$ cat src/rtl/counter_7seg_pkg.sv
// Shared constants and the 7-segment glyph table for the BCD counter display.
package counter_7seg_pkg;

   // All segments off on a common-anode display (active-low segments).
   localparam logic [6:0] SEG_BLANK = 7'h7F;
   localparam logic [3:0] BCD_MAX   = 4'd9;

   // Active-low glyphs ordered {CA,CB,CC,CD,CE,CF,CG}; non-BCD codes show nothing.
   function automatic logic [6:0] seg_decode(input logic [3:0] bcd);
      logic [6:0] seg;
      case (bcd)
         4'd0:    seg = 7'b0000001;
         4'd1:    seg = 7'b1001111;
         4'd2:    seg = 7'b0010010;
         4'd3:    seg = 7'b0000110;
         4'd4:    seg = 7'b1001100;
         4'd5:    seg = 7'b0100100;
         4'd6:    seg = 7'b0100000;
         4'd7:    seg = 7'b0001111;
         4'd8:    seg = 7'b0000000;
         4'd9:    seg = 7'b0000100;
         default: seg = SEG_BLANK;
      endcase
      return seg;
   endfunction

endpackage

$ cat src/rtl/bcd_counter_7seg_mux_tick_gen.sv
// Free-running clock divider producing a one-cycle Tick every DIVIDE cycles.
module tick_gen #(
   parameter int DIVIDE = 2
) (
   input  logic Clock,
   input  logic Clear,
   output logic Tick
);

   localparam int CW = (DIVIDE > 2) ? $clog2(DIVIDE) : 1;
   localparam logic [CW-1:0] LAST = CW'(DIVIDE - 1);

   logic [CW-1:0] cnt_q, cnt_d;

   assign Tick = (cnt_q == LAST);

   // Count 0..DIVIDE-1, returning to 0 right after the tick cycle.
   always_comb begin
      cnt_d = cnt_q + 1'b1;
      if (Tick) cnt_d = '0;
   end

   // Divider state register; Clear restarts the period.
   always_ff @(posedge Clock) begin
      if (Clear) cnt_q <= '0;
      else       cnt_q <= cnt_d;
   end

endmodule

$ cat src/rtl/bcd_counter_7seg_mux.sv
// N-digit BCD up/down counter with a multiplexed common-anode 7-segment driver.
module bcd_counter_7seg_mux
   import counter_7seg_pkg::*;
#(
   parameter int DIGITS        = 8,
   parameter int CLOCK_HZ      = 100_000_000,
   parameter int COUNT_HZ      = 1,
   parameter int REFRESH_HZ    = 1000,
   parameter bit WRAP          = 1'b1,
   parameter bit BLANK_LEADING = 1'b1
) (
   input  logic                  Clock,
   input  logic                  Clear,
   input  logic                  Enable,
   input  logic                  Up_down,
   input  logic                  Load,
   input  logic [4*DIGITS-1:0]   Data,
   output logic [4*DIGITS-1:0]   Count,
   output logic                  Terminal,
   output logic [DIGITS-1:0]     AN,
   output logic [6:0]            Segments,
   output logic                  DP
);

   localparam int W  = 4 * DIGITS;
   localparam int SW = (DIGITS > 1) ? $clog2(DIGITS) : 1;

   logic count_tick, refresh_tick;

   tick_gen #(.DIVIDE(CLOCK_HZ / COUNT_HZ)) u_count_tick (
      .Clock (Clock),
      .Clear (Clear),
      .Tick  (count_tick)
   );

   tick_gen #(.DIVIDE(CLOCK_HZ / REFRESH_HZ)) u_refresh_tick (
      .Clock (Clock),
      .Clear (Clear),
      .Tick  (refresh_tick)
   );

   logic [W-1:0]      count_q, count_d;
   logic              term_q, term_d;
   logic [W-1:0]      inc_val, dec_val, load_val;
   logic [DIGITS:0]   carry, borrow;
   logic [DIGITS-1:0] is_nine, is_zero;

   assign carry[0]  = 1'b1;
   assign borrow[0] = 1'b1;

   // Per-digit BCD increment/decrement chains and load clamping.
   for (genvar g = 0; g < DIGITS; g++) begin : g_digit
      logic [3:0] cur, ld;
      assign cur        = count_q[4*g +: 4];
      assign ld         = Data[4*g +: 4];
      assign is_nine[g] = (cur == BCD_MAX);
      assign is_zero[g] = (cur == 4'd0);
      assign inc_val[4*g +: 4] = carry[g]  ? (is_nine[g] ? 4'd0 : cur + 4'd1) : cur;
      assign dec_val[4*g +: 4] = borrow[g] ? (is_zero[g] ? BCD_MAX : cur - 4'd1) : cur;
      assign carry[g+1]  = carry[g]  & is_nine[g];
      assign borrow[g+1] = borrow[g] & is_zero[g];
      assign load_val[4*g +: 4] = (ld > BCD_MAX) ? BCD_MAX : ld;
   end

   logic at_limit;
   assign at_limit = Up_down ? (&is_nine) : (&is_zero);

   // Next count: Load beats a counting tick; a limit tick flags Terminal and wraps or holds.
   always_comb begin
      count_d = count_q;
      term_d  = 1'b0;
      if (Load) begin
         count_d = load_val;
      end else if (Enable && count_tick) begin
         term_d = at_limit;
         if (!(at_limit && !WRAP)) count_d = Up_down ? inc_val : dec_val;
      end
   end

   // Counter and terminal-pulse registers.
   always_ff @(posedge Clock) begin
      if (Clear) begin
         count_q <= '0;
         term_q  <= 1'b0;
      end else begin
         count_q <= count_d;
         term_q  <= term_d;
      end
   end

   assign Count    = count_q;
   assign Terminal = term_q;

   logic [SW-1:0]     scan_q, scan_d;
   logic [SW-1:0]     msd;
   logic [3:0]        shown;
   logic              blank;
   logic [DIGITS-1:0] an_q, an_d;
   logic [6:0]        seg_q, seg_d;
   logic              dp_q, dp_d;

   // Scan index advance, leading-zero mask and next display drive.
   always_comb begin
      scan_d = scan_q;
      if (refresh_tick) scan_d = (scan_q == SW'(DIGITS - 1)) ? '0 : scan_q + 1'b1;
      msd = '0;
      for (int i = 0; i < DIGITS; i++) begin
         if (!is_zero[i]) msd = SW'(i);
      end
      blank = BLANK_LEADING && (scan_q > msd);
      shown = 4'd0;
      an_d  = '1;
      for (int i = 0; i < DIGITS; i++) begin
         if (SW'(i) == scan_q) begin
            shown   = count_q[4*i +: 4];
            an_d[i] = blank;
         end
      end
      seg_d = blank ? SEG_BLANK : seg_decode(shown);
      dp_d  = !((scan_q == '0) && !Enable);
   end

   // Scan position and registered display outputs.
   always_ff @(posedge Clock) begin
      if (Clear) begin
         scan_q <= '0;
         an_q   <= '1;
         seg_q  <= SEG_BLANK;
         dp_q   <= 1'b1;
      end else begin
         scan_q <= scan_d;
         an_q   <= an_d;
         seg_q  <= seg_d;
         dp_q   <= dp_d;
      end
   end

   assign AN       = an_q;
   assign Segments = seg_q;
   assign DP       = dp_q;

endmodule
$ cat config.mk
export PLATFORM = sky130hd
export DESIGN_NAME = bcd_counter_7seg_mux
export DESIGN_NICKNAME = d
export VERILOG_FILES = /design/src/rtl/counter_7seg_pkg.sv /design/src/rtl/bcd_counter_7seg_mux_tick_gen.sv /design/src/rtl/bcd_counter_7seg_mux.sv
export SDC_FILE = /design/constraint.sdc
export NUM_CORES = 1
export LEC_CHECK = 0
export BUFFER_PORTS_ARGS = -buffer_cell sky130_fd_sc_hd__clkbuf_2
export CORE_MARGIN = 1
export CORE_UTILIZATION = 45
export CTS_BUF_LIST = sky130_fd_sc_hd__clkbuf_16
export CTS_CLUSTER_SIZE = 40
export DETAILED_ROUTE_END_ITERATION = 8
export MAX_ROUTING_LAYER = met4
export PLACE_DENSITY_LB_ADDON = 0.1
export SLEW_MARGIN = 40
export SYNTH_ARGS = -nofsm -noshare
export SYNTH_HDL_FRONTEND = slang
export SYNTH_SLANG_ARGS = --single-unit
$ cat constraint.sdc
create_clock -name Clock -period 5.7 [get_ports Clock]
set_input_delay 0.855 -clock Clock [delete_from_list [all_inputs] [get_ports Clock]]
set_output_delay 0.855 -clock Clock [all_outputs]
set_load 0.02 [all_outputs]
## Yosys cells after proc, flatten, opt, wreduce, memory -nomap -nowiden

Memories as Yosys holds them, arrays and structs flattened. A register that Yosys moved wholly into a read port is not among the register bits.
Cells that the tools add are included.

| word-level totals | value |
|---|---|
| bits in registers | 89 |
| ROM bits | 112 |
| input bits | 37 |
| word-level logic and storage cells | 196 |
| memories | 1 |

Memory list:

| name | depth | width | rd ports | clocked after memory_dff | write ports | RTL line | RTL |
|---|---|---|---|---|---|---|---|
| (name not given) | 16 | 7 | 1 | 1 | 0 | counter_7seg_pkg.sv:11 | `case (bcd)` |

| operators by class | value |
|---|---|
| add/subtract/negate cells | 19 |
| magnitude comparators | 9 |
| eq/ne operators | 25 |
| multiplexer cells | 58 |
| bitwise gates (word level) | 21 |
| reductions and logical operators | 42 |

Operators by type and width:

| operator | count |
|---|---|
| 4-bit two-way mux | 46 |
| 32-bit two-way mux | 3 |
| 4-bit by 1-bit adder with 4-bit output (second input constant) | 8 |
| 4-bit == test (second input constant) | 8 |
| 4-bit greater-than comparator (second input constant) | 8 |
| 4-bit zero test | 8 |
| 4-bit by 1-bit subtractor with 4-bit output (second input constant) | 8 |
| 27-bit by 1-bit adder with 27-bit output (second input constant) | 1 |
| 27-bit == test (second input constant) | 1 |
| 2-bit OR reduction | 11 |
| 3-bit two-way mux | 7 |
| 3-bit by 1-bit inequality test with 1-bit output (second input constant) | 7 |
| 3-bit AND reduction | 7 |
| 3-bit nonzero test | 7 |
| 17-bit by 1-bit adder with 17-bit output (second input constant) | 1 |
| 17-bit == test (second input constant) | 1 |
| 8-bit AND reduction | 2 |
| 1-bit AND | 12 |
| 3-bit == test (first input constant) | 4 |
| 1-bit NOT | 9 |
| 2-bit by 3-bit == test with 1-bit output (first input constant) | 2 |
| 3-bit by 1-bit adder with 3-bit output (second input constant) | 1 |
| 1-bit by 3-bit == test with 1-bit output (first input constant) | 1 |
| 3-bit == test (second input constant) | 1 |
| other kinds (7) | 10 |

## Logic depth before layout (Yosys ltp)

| depth | value |
|---|---|
| depth in word-level cells | 11 |
| mapped depth | 13 |
| depth with buffers taken out | 12 |

## Hierarchy

From an unflattened synthesis, not the netlist that was laid out.

| second synthesis, totals | value |
|---|---|
| cells, all modules | 808 |
| area total of the unflattened synthesis | 6281.0 um^2 |

Modules (own cells, without submodules):

| module | instances | cells each | area each (um^2) | sequential area each (um^2) |
|---|---|---|---|---|
| bcd_counter_7seg_mux | 1 | 571 | 4172.8 | 1041.0 |
| tick_gen at u_count_tick | 1 | 149 | 1311.3 | 540.5 |
| tick_gen at u_refresh_tick | 1 | 88 | 797.0 | 340.3 |

## Worst setup path before layout

No wires, ideal clock.

| timing | value |
|---|---|
| path type | flip-flop to flip-flop |
| from | register count_q[27] (netlist: Count[27]) |
| to | register seg_q[4] (netlist: Segments[4]) |
| library setup time | 0.151 ns |
| arrival time | 2.651 ns |
| data required time | 5.549 ns |
| slack | 2.898 ns |
| cell stages (with the launch flop) | 12 |
| buffers on the path | 2 |
| period minus slack after synthesis | 2.802 ns |
| cells stage by stage | dfxtp_1 -> clkbuf_1 -> or4_1 -> nand2b_1 -> a31oi_1 -> ha_1 -> nor2b_1 -> o21ai_0 -> nand2b_1 -> a21oi_1 -> clkbuf_1 -> o311ai_0 |

| between the ends | value |
|---|---|
| word-level cells in the longest chain between the ends | 5 |

RTL lines:

| item | RTL line | RTL |
|---|---|---|
| from (decl) | bcd_counter_7seg_mux.sv:42 | `logic [W-1:0] count_q, count_d;` |
| from (signal assigned) | bcd_counter_7seg_mux.sv:86 | `count_q <= count_d;` |
| 4-bit zero test | bcd_counter_7seg_mux.sv:57 | `assign is_zero[g] = (cur == 4'd0);` |
| 3-bit two-way mux (2 in a row) | bcd_counter_7seg_mux.sv:108 | `if (!is_zero[i]) msd = SW'(i);` |
| 3-bit greater-than comparator | bcd_counter_7seg_mux.sv:110 | `blank = BLANK_LEADING && (scan_q > msd);` |
| 2-bit OR reduction (no source line) | -- |  |
| to (decl) | bcd_counter_7seg_mux.sv:99 | `logic [6:0] seg_q, seg_d;` |

Parallel ways exist; a longest one is shown, timed or not.
A chain may end at the register's enable or synchronous reset.

## Worst setup path in the final report

| timing | value |
|---|---|
| from | register scan_q[2] |
| to | register seg_q[3] (netlist: Segments[3]) |

| between the ends | value |
|---|---|
| word-level cells in the longest chain between the ends | 9 |

RTL lines:

| item | RTL line | RTL |
|---|---|---|
| from (decl) | bcd_counter_7seg_mux.sv:94 | `logic [SW-1:0] scan_q, scan_d;` |
| from (signal assigned) | bcd_counter_7seg_mux.sv:131 | `scan_q <= scan_d;` |
| 3-bit zero test | bcd_counter_7seg_mux.sv:114 | `if (SW'(i) == scan_q) begin` |
| 4-bit two-way mux (8 in a row) | bcd_counter_7seg_mux.sv:114 |  |

Parallel ways exist; a longest one is shown, timed or not.

==> summary.md <==
| Metric | Value |
|---|---|
| Outcome | `finished clean` |
| I/O Buffers | `between 80 and 90` |
| Final hold slack | `around 460 ps` |
| CTS tree | `built` |
| Met2 wire length | `7780 um` |
| Share of synthesized flip-flops with an asynchronous set or reset | `0%` |
| Routability Congestion | `0.876` |
| CORE AREA | `roughly 13000 um2` |
| Met3 WL | `around 850 um` |
| Final Hold Viols | `0` |
| Layout cells sized above 1 | `between 10% and 20%` |
| Vias per Instance | `5.91` |
| Clock slew seen by the registers of the worst setup and hold paths | `60 ps` |
| Syn avg cell area | `roughly 7.6 um2` |
| Post-synth net total | `874` |
| Slew @ Worst Pin | `~800 ps` |
| Setup crit start kind | `register` |
| Worst slew margin | `between 40% and 50%` |
| HP Class | `reg2reg` |
| Final Max Tran Viols | `0` |
| Clock Path Buffers | `2` |
| Largest net degree at the start of global routing | `between 60 and 70` |
| Hold Startpoint | `u_count_tick.cnt_q[0]` |
| Drt drc | `0` |
| DR WL/cell | `between 15 and 20 um` |
| Worst-Skew Late Latency | `350 ps` |
| Final WL | `about 17000 um` |
| Total Routing Usage GR | `~25%` |
| Top FF cell, synth | `dfxtp_1` |
| Cell count after synthesis | `821` |
| Initial antenna violation count | `0` |
| Die ar. | `14400 um2` |
| Most numerous cell in the Yosys netlist | `nor2_1` |
| Std cell rows | `42` |
| CTS H-Tree Depth | `3` |
| Most frequent cells after synthesis | `98 x nor2_1, 96 x dfxtp_1, 71 x nand2_1, 58 x o21ai_0, 54 x clkbuf_1` |
| Crit path kind | `reg2reg` |
| Worst endpoint data arrival time | `between 3000 and 4000 ps` |
| Min Tclk post-route | `approximately 3200 ps` |
| Vias | `~6100` |
| Hold-fix buffer count after cts | `0` |
| Fin crit share | `a little under three fifths` |
| Non-filler cells, final | `1034` |
| Boundary pin count | `86` |
| # diodes | `0` |
| Total gr overflow | `0` |
| Setup TNS Final | `0 ps` |
| Post-CTS setup buffer count | `0` |
| Cell Area, Synth | `around 6300 um2` |
| Die Height | `between 100 and 150 um` |
| Dpl cells | `around 1000` |
| Crit-path max FO | `14` |
| Max cap viols | `0` |
| Global-route wire length before repair | `approximately 28000 um` |
| Synth top area cells | `dfxtp_1 31%, nor2_1 5.9%, o21ai_0 4.6%, nand2_1 4.3%, xor2_1 4.2%` |
| RSZ-0062 raised after global routing | `no` |
| CTS sink cnt | `96` |
| Reg2reg start | `scan_q[2]` |
| Post-synth EDFFs | `0` |
| Post-route ant nets | `0` |
| Power Dens Cells | `~240 nW/um2` |
| Die width | `around 120 um` |
| Fmax | `around 0.31 GHz` |
| Met1 Wirelength | `7870 um` |
| Starting density of the core | `46.7%` |
| Crit. Startpoint | `scan_q[2]` |
| Final setup viols | `0` |
| Critical Path RT | `just under 6000 ps` |
| Net count reported at finish | `908` |
| Setup Skew | `approximately 8 ps` |
| Area grow syn2layout | `11.4%` |
| Post-synthesis sequential area ratio | `between 30% and 40%` |
| Vias in the first global route | `around 5600` |
| CP Capture Type | `register` |
| # resized after CTS | `0` |
| DRT iter0 DRCs | `~420` |
| Top-area cell type share of the netlist area | `between 30% and 40%` |
| Placed cell area | `around 6700 um2` |
| Fin area | `6970 um2` |
| Max VDD drop | `approximately 0.00015 V` |
| Leak | `2.63 nW` |
| Root Buffer | `clkbuf_16` |
| Top Metal Used | `met4` |
| Synth unique cells | `75` |
| 1st-pass router iterations | `5` |
| #FFs+latches synth | `96` |
| Post-DP HPWL | `about 12000 um` |
| Num CTS Buffers | `9` |
| Synth warn | `0` |
| Post-synth top area cell | `dfxtp_1` |
## cell families after synthesis
group | count (synthesis) | share of synthesized area (%)
mux | 12 | 1.92
flops | 96 | 30.7
fa+ha+maj | 16 | 3.20
xor+xnor | 58 | 8.12
simple gates | 356 | 30.3
buf+inv | 95 | 5.98
compound gates | 188 | 19.8
## routing by layer
layer	global-route usage [%]	vias up
met5	-	-
met2	38.3	172
li1	-	3015
met3	4.18	37
met1	31.5	2882
met4	11.4	0
## path summary, 6_finish.rpt
check | to | slack, ps | cells after the start
max reg2reg | Segments[3] | 2460 | 10
min reg2reg | u_count_tick.cnt_q[0] | 460 | 1
max | Segments[3] | 2460 | 10
min | u_count_tick.cnt_q[0] | 460 | 1
## area by class of cell
type                            count  area, um2
Multi-Input combinational cell    630       3960
Tap cell                          176        220
Clock buffer                        9        225
Sequential cell                    96       1920
Timing Repair Buffer               88        448
Clock inverter                      5       75.1
Inverter                           30        113
Fill cell                        1330       6430
## state kept, by name, summed over array words and instances, names as in the netlist
register	flops
AN	8
u_refresh_tick.cnt_q	17
Segments	7
u_count_tick.cnt_q	27
scan_q	3
Terminal	1
DP	1
Count	32
## critical path, cell delays in order (launching register included)
cell	delay, ps
dfxtp_1	610
clkinv_1	390
ha_1	430
nor2_1	230
a31o_2	190
a31oi_1	50
a31oi_1	560
inv_1	180
ha_1	240
mux2i_1	120
a22oi_1	90
## per-stage QoR
stage,util (%),power (mW),setup slack [ps]
3_3_place_gp,49.7,1.01,2440
3_5_place_dp,49.7,1.02,2410
5_1_grt,52.0,1.72,2210
6_report,52.0,1.64,2460
4_1_cts,52.0,1.65,2530
2_1_floorplan,-,0.939,2900
## power breakdown
part | leakage, nW | switching [mW] | internal, mW
combinational | 1.70 | 0.152 | 0.101
clock | 0.146 | 0.255 | 0.376
sequential | 0.785 | 0.0573 | 0.696
## cells in the final DEF, fill, tap and decap left out, types with 4 or more instances in the layout
cell type,instances
a2111oi_0,5
a211oi_1,11
a21oi_1,31
a221oi_1,15
a22oi_1,5
a311oi_1,4
a31oi_1,10
and2_1,6
and3_1,11
and4_1,5
clkbuf_16,9
clkbuf_2,85
clkinv_1,4
dfxtp_1,96
ha_1,16
inv_1,28
mux2i_1,12
nand2_1,71
nand2b_1,7
nand3_1,36
nand3b_1,5
nand4_1,17
nor2_1,98
nor2b_1,9
nor3_1,34
nor3b_1,6
nor4_1,12
nor4b_1,4
o211ai_1,6
o21a_1,5
o21ai_0,57
o21ai_1,4
or2_2,4
or3_1,8
xnor2_1,28
xor2_1,30
(Power assumes the default switching activity.)
